<file path="config.mk">
export PLATFORM = sky130hd
export DESIGN_NAME = keypad_scan_debounce_flat
export DESIGN_NICKNAME = d
export VERILOG_FILES = /design/src/rtl/keypad_scan_debounce_if.sv /design/src/rtl/keypad_scan_debounce.sv /design/src/flat_wrapper.sv
export SDC_FILE = /design/constraint.sdc
export NUM_CORES = 1
export LEC_CHECK = 0
export ABC_AREA = 1
export BUFFER_PORTS_ARGS = -buffer_cell sky130_fd_sc_hd__buf_2
export CAP_MARGIN = 20
export CORE_ASPECT_RATIO = 2
export CORE_MARGIN = 4
export CORE_UTILIZATION = 50
export CTS_CLUSTER_SIZE = 14
export DETAILED_ROUTE_END_ITERATION = 6
export PLACE_DENSITY = 0.78
export SETUP_SLACK_MARGIN = 0.2
export SLEW_MARGIN = 40
export SYNTH_ARGS = -nofsm -noshare
export SYNTH_HDL_FRONTEND = slang
export SYNTH_SLANG_ARGS = --single-unit
</file>
<file path="constraint.sdc">
create_clock -name clk -period 2.7 [get_ports clk]
set_input_delay 0.135 -clock clk [delete_from_list [all_inputs] [get_ports clk]]
set_output_delay 0.135 -clock clk [all_outputs]
set_load 0.02 [all_outputs]
</file>
<file path="src/rtl/keypad_scan_debounce_if.sv">
// Key-event interface between the keypad scanner (master) and the calculator FSM (slave).
interface keypad_scan_debounce_if;
  logic       key_valid;
  logic [3:0] key_code;
  logic       key_held;

  modport master (output key_valid, output key_code, output key_held);
  modport slave  (input  key_valid, input  key_code, input  key_held);
endinterface

</file>
<file path="src/rtl/keypad_scan_debounce.sv">
// 4x4 Pmod keypad column scanner with whole-scan debouncing; emits one key_valid
// strobe per physical press and suppresses rollover, ghosting and auto-repeat.
module keypad_scan_debounce #(
  parameter int unsigned SCAN_DIV       = 100000,
  parameter int unsigned DEBOUNCE_SCANS = 4
) (
  input  logic                          clk,
  input  logic                          rst,
  input  logic [3:0]                    row_in,
  output logic [3:0]                    col_out,
  keypad_scan_debounce_if.master        kev
);

  localparam int unsigned DW = $clog2(SCAN_DIV);
  localparam int unsigned CW = $clog2(DEBOUNCE_SCANS + 1);
  localparam logic [DW-1:0] DIV_LAST = DW'(SCAN_DIV - 1);
  localparam logic [CW-1:0] DEB_N    = CW'(DEBOUNCE_SCANS);

  typedef enum logic [1:0] {RES_NONE, RES_SINGLE, RES_MULTI} res_e;
  typedef enum logic [1:0] {IDLE, CAND, PRESSED, REL} state_e;

  logic [3:0]    row_s1_q, row_s2_q;
  logic [DW-1:0] div_q;
  logic [1:0]    col_q;
  res_e          acc_kind_q, acc_kind_d, res_kind_q;
  logic [3:0]    acc_code_q, acc_code_d, res_code_q;
  logic          done_q;
  state_e        state_q;
  logic [CW-1:0] cnt_q;
  logic [3:0]    cand_q;
  logic          valid_q, held_q;
  logic [3:0]    code_q;

  logic       sample;
  logic [3:0] hits;
  logic [2:0] nhit;
  logic [1:0] hit_row;
  logic [3:0] col_code;

  function automatic logic [3:0] key_lut(input logic [1:0] r, input logic [1:0] c);
    logic [3:0] k;
    case ({r, c})
      4'b11_11: k = 4'h1;  4'b11_10: k = 4'h2;  4'b11_01: k = 4'h3;  4'b11_00: k = 4'hA;
      4'b10_11: k = 4'h4;  4'b10_10: k = 4'h5;  4'b10_01: k = 4'h6;  4'b10_00: k = 4'hB;
      4'b01_11: k = 4'h7;  4'b01_10: k = 4'h8;  4'b01_01: k = 4'h9;  4'b01_00: k = 4'hC;
      4'b00_11: k = 4'h0;  4'b00_10: k = 4'hF;  4'b00_01: k = 4'hE;  default: k = 4'hD;
    endcase
    return k;
  endfunction

  assign sample  = (div_q == DIV_LAST);
  assign col_out = ~(4'b0001 << col_q);

  // Fold the current column's row hits into the running whole-scan result.
  always_comb begin
    hits    = ~row_s2_q;
    nhit    = 3'(hits[0]) + 3'(hits[1]) + 3'(hits[2]) + 3'(hits[3]);
    hit_row = '0;
    for (int unsigned i = 0; i < 4; i++) begin
      if (hits[i]) hit_row = 2'(i);
    end
    col_code   = key_lut(hit_row, col_q);
    acc_kind_d = acc_kind_q;
    acc_code_d = acc_code_q;
    if (nhit == 3'd1) begin
      if (acc_kind_q == RES_NONE) begin
        acc_kind_d = RES_SINGLE;
        acc_code_d = col_code;
      end else begin
        acc_kind_d = RES_MULTI;
      end
    end else if (nhit > 3'd1) begin
      acc_kind_d = RES_MULTI;
    end
  end

  always_ff @(posedge clk) begin
    if (rst) begin
      row_s1_q   <= '1;
      row_s2_q   <= '1;
      div_q      <= '0;
      col_q      <= '0;
      acc_kind_q <= RES_NONE;
      acc_code_q <= '0;
      res_kind_q <= RES_NONE;
      res_code_q <= '0;
      done_q     <= 1'b0;
    end else begin
      row_s1_q <= row_in;
      row_s2_q <= row_s1_q;
      div_q    <= sample ? '0 : div_q + 1'b1;
      done_q   <= 1'b0;
      if (sample) begin
        col_q <= col_q + 1'b1;
        if (col_q == 2'd3) begin
          res_kind_q <= acc_kind_d;
          res_code_q <= acc_code_d;
          acc_kind_q <= RES_NONE;
          acc_code_q <= '0;
          done_q     <= 1'b1;
        end else begin
          acc_kind_q <= acc_kind_d;
          acc_code_q <= acc_code_d;
        end
      end
    end
  end

  // Debounce FSM; advances only on the cycle after a full scan completes.
  always_ff @(posedge clk) begin
    if (rst) begin
      state_q <= IDLE;
      cnt_q   <= '0;
      cand_q  <= '0;
      valid_q <= 1'b0;
      code_q  <= '0;
      held_q  <= 1'b0;
    end else begin
      valid_q <= 1'b0;
      if (done_q) begin
        case (state_q)
          IDLE: begin
            if (res_kind_q == RES_SINGLE) begin
              if (DEB_N == CW'(1)) begin
                valid_q <= 1'b1;
                code_q  <= res_code_q;
                held_q  <= 1'b1;
                state_q <= PRESSED;
              end else begin
                state_q <= CAND;
                cand_q  <= res_code_q;
                cnt_q   <= CW'(1);
              end
            end
          end
          CAND: begin
            if (res_kind_q == RES_SINGLE) begin
              if (res_code_q == cand_q) begin
                if (cnt_q + 1'b1 == DEB_N) begin
                  valid_q <= 1'b1;
                  code_q  <= cand_q;
                  held_q  <= 1'b1;
                  state_q <= PRESSED;
                end else begin
                  cnt_q <= cnt_q + 1'b1;
                end
              end else begin
                cand_q <= res_code_q;
                cnt_q  <= CW'(1);
              end
            end else begin
              state_q <= IDLE;
            end
          end
          PRESSED: begin
            if (res_kind_q == RES_NONE) begin
              if (DEB_N == CW'(1)) begin
                state_q <= IDLE;
                held_q  <= 1'b0;
              end else begin
                state_q <= REL;
                cnt_q   <= CW'(1);
              end
            end
          end
          default: begin
            if (res_kind_q == RES_NONE) begin
              if (cnt_q + 1'b1 == DEB_N) begin
                state_q <= IDLE;
                held_q  <= 1'b0;
              end else begin
                cnt_q <= cnt_q + 1'b1;
              end
            end else begin
              state_q <= PRESSED;
            end
          end
        endcase
      end
    end
  end

  assign kev.key_valid = valid_q;
  assign kev.key_code  = code_q;
  assign kev.key_held  = held_q;

endmodule

</file>
<file path="src/flat_wrapper.sv">
// flat-port wrapper written by rule: the top's interface ports become plain ports
module keypad_scan_debounce_flat 
#(
  parameter int unsigned SCAN_DIV       = 100000,
  parameter int unsigned DEBOUNCE_SCANS = 4
)
  (clk, rst, row_in, col_out, kev_key_valid, kev_key_code, kev_key_held);
  keypad_scan_debounce_if kev_i ();
  input  logic clk;
  input  logic rst;
  input  logic [3:0] row_in;
  output logic [3:0] col_out;
  output wire logic [$bits(kev_i.key_valid)-1:0] kev_key_valid;
  output wire logic [$bits(kev_i.key_code)-1:0] kev_key_code;
  output wire logic [$bits(kev_i.key_held)-1:0] kev_key_held;
  assign kev_key_valid = kev_i.key_valid;
  assign kev_key_code = kev_i.key_code;
  assign kev_key_held = kev_i.key_held;
  keypad_scan_debounce #(.SCAN_DIV(SCAN_DIV), .DEBOUNCE_SCANS(DEBOUNCE_SCANS)) u_core (.clk(clk), .rst(rst), .row_in(row_in), .col_out(col_out), .kev(kev_i));
endmodule
</file>
==> results.toml <==
[place]
routabilityCongestion = 0.859
io_buffers = 15
dp_hpwl_um = 4160

[setup_path]
path_depth = 13
cpPeakStageDelay_ns = 0.45
r2r-end = "u_core.acc_code_q[0]"
worstPathCellList = "inv_1, ha_1, fa_1, inv_1, ha_1, nor2_2, nand4_1, buf_4, inv_1, nand3_1, o21ai_1, nand2_1, o21ai_1"
crit_path_end_kind = "register"
path_buf_inv = 4
crit_start = "u_core.row_s2_q[1]"
crit_type = "register to register"
worstPathMaxFanout = 8
crit_end = "u_core.acc_code_q[0]"
critPathTopFamily = "adder cells"
rr_worst_depth = 13
crit_path_frequent_cell = "inv_1"
critical_path_arrival_ns = 2.56
timing.rr.start = "u_core.row_s2_q[1]"
crit_path_start_kind = "register"
critPathRequiredTime_ns = 2.95
crit_slowest_cell = "fa_1"
reg2reg_setup_slack_ns = 0.39

[pwr]
pwr-share-comb_pct = 5.3
ir_drop_v = 0.000536
power-per-cell-area_nw_per_um2 = 486
p_clk_share_pct = 38.3
p_int_mw = 1.13
pwr-share-seq_pct = 56.4
leakage_nw = 1.33
p_sw_share_pct = 22.5
p_sw_mw = 0.330

[finish]
syn2layout_area_growth_pct = 10.3
nets = 435
drive_gt1_share_pct = 11.3
antennaDiodeCount = 0
fin_util_pct = 57.5

[floorplanning]
rows = 37
die_area_um2 = 6780
die_x_um = 60.2
ios = 16
start_util_pct = 52.2
dieHeight_um = 112
core-area_um2 = 5230

[synthesis]
synth.distinct_cells = 30
yosys_warnings = 0
synth_area_leader_cell = "dfxtp_1"
post-synth-top-count-cell = "nand2_1"
syn_inst = 393
yosysSeqAreaShare_pct = 40.3
synth.net_count = 413
netlist_area_um2 = 2730
synth.ff_latch_count = 55
avgSynthCellArea_um2 = 6.94
yosys-top-cells-count = "nand2_1, inv_1, dfxtp_1, nor2_1, nand3_1"
async_reset_ff_share_pct = 0
synth_edf_count = 0
synth.area.top_cells = "dfxtp_1, nand2_1, inv_1"
synth_flop_cell = "dfxtp_1"
synth_top_cell_area_share_pct = 40.3

[detailed_routing]
ant_nets = 0
routedWlPerCell_um = 11.3
drt_iter0_markers = 133
vias_per_cell = 5.10
vias = 2417
totalWireLength_um = 5350
first_pass_iters = 4
drc = 0

[clocking]
numCtsBuffers = 5
cts.sinks = 55
root_buffer = "clkbuf_8"
clock_path_buffers = 2
cts_tree = "done"
cts_htree_levels = 2
clkTransAtPathRegs_ns = 0.10
clk_latency_ns = 0.31

[worst_hold_path]
holdCritStartpoint = "row_in[1]"
hold_path.class = "primary input to register"

[sta]
fin_skew_ns = 0.0111
fin_crit_sh_pct = 85.7
fin_setup_tns_ns = 0
setup_viol = 0
min_period_ns = 2.31
rsz0062_at_grt = "false"
tightestPinTransition_ns = 0.392
finalHoldViolCount = 0
slew_headroom_pct = 73.8
clock.fmax_mhz = 432
drv_slew = 0

[grt]
grt_use_total_pct = 17.4
grt_overflow_total = 0
grt_max_degree = 21
grt_pass1_vias = 2429
grt_pass1_wl_um = 9490
antenna_found_initial = 0

[run]
cap_viol_max_count = 0

[status]
status = "completed"
[power by group through the flow]
stage	Sequential (mW)	Combinational, mW	Clock [mW]
after global placement	0.843	0.0688	0
after global routing	0.826	0.0903	0.605
final	0.824	0.0775	0.560
after detailed placement	0.843	0.0714	0
after floorplan	0.842	0.0557	0
after CTS	0.825	0.0739	0.579
[repair_timing]
item / in CTS / in global routing
endpoints found under the hold margin: 2 / 0
buffers inserted: 0 / 1
setup endpoints to repair: 0 / 9
gates resized for setup: 0 / 2
hold buffers: 2 / 0
[cell type report]
type / instances / area, µm²
inverter: 72 / 272
fill: 523 / 2220
clock buffer: 5 / 68.8
clock inverter: 3 / 47.5
timing repair buffer: 19 / 110
multi-input combinational: 262 / 1340
tap: 58 / 72.6
sequential: 55 / 1100
[worst min-delay path by stage]
stage          cells after the start                  to
6_report                           2  u_core.row_s1_q[1]
2_1_floorplan                      1  u_core.row_s1_q[0]
5_1_grt                            2  u_core.row_s1_q[1]
3_5_place_dp                       2  u_core.row_s1_q[2]
3_3_place_gp                       2  u_core.row_s1_q[1]
4_1_cts                            2  u_core.row_s1_q[1]
[cell families (layout without fill, tap and decap cells)]
logic type	after synthesis	after routing	synth area share [%]
and+or+nand+nor	196	196	31.8
buffers and inverters	76	99	10.7
DFF	55	55	40.3
AOI/OAI and AO/OA	49	49	9.49
adders and majority gates	14	14	6.69
xor gates and xnor gates	3	3	0.963
[worst reg2reg max path: stages (launching register included)]
cell,delay (ns)
dfxtp_1,0.34
inv_1,0.05
ha_1,0.29
fa_1,0.45
inv_1,0.07
ha_1,0.22
nor2_2,0.13
nand4_1,0.10
buf_4,0.17
inv_1,0.09
nand3_1,0.08
o21ai_1,0.11
nand2_1,0.07
o21ai_1,0.07
[through the flow]
| stage | std cells | setup slack, ns | area, µm² | hold WS [ns] | power (mW) |
|---|---|---|---|---|---|
| 5_1_grt | 474 | 0.196 | 3010 | 0.00772 | 1.52 |
| 4_1_cts | 473 | 0.204 | 3000 | 0.00104 | 1.48 |
| 2_1_floorplan | 393 | 0.518 | 2730 | 0.239 | 0.898 |
| 6_report | 474 | 0.387 | 3010 | 0.00876 | 1.46 |
| 3_3_place_gp | 463 | 0.352 | 2860 | 0.316 | 0.911 |
| 3_5_place_dp | 463 | 0.227 | 2860 | 0.322 | 0.915 |
[registers in the layout, indices dropped and copies added, names as in the netlist, 2 cells and up]
signal               count
u_core.div_q            17
u_core.acc_code_q        4
u_core.cand_q            4
u_core.kev.key_code      4
u_core.res_code_q        4
u_core.row_s1_q          4
u_core.row_s2_q          4
u_core.cnt_q             3
u_core.acc_kind_q        2
u_core.col_q             2
u_core.res_kind_q        2
u_core.state_q           2
[cell usage in the layout, fill, tap and decap left out, types with 2 or more instances in the layout]
cell type / netlist / layout
nand2_1: 87 / 87
or2_2: 9 / 9
a21oi_1: 17 / 17
nand2_2: 3 / 3
inv_1: 67 / 67
nor2_1: 45 / 44
buf_2: 1 / 15
a31oi_1: 5 / 5
inv_2: 3 / 3
dlygate4sd3_1: 0 / 2
buf_4: 1 / 2
o21ai_1: 2 / 3
nor3b_1: 2 / 2
dfxtp_1: 55 / 55
o22ai_1: 2 / 2
ha_1: 13 / 13
nor3_1: 8 / 8
nor2_4: 3 / 3
nand4_1: 7 / 7
o21ai_0: 21 / 20
clkbuf_8: 0 / 5
nor2_2: 2 / 3
xor2_1: 2 / 2
nand3_1: 29 / 29
[routing by layer]
metal	up-vias	track usage, %	wire length, µm
met5	-	0	0
met4	0	9.02	165
met3	14	2.19	136
met2	38	32.4	2950
met1	1097	17.5	2100
li1	1268	-	-
(Power assumes the default switching activity.)
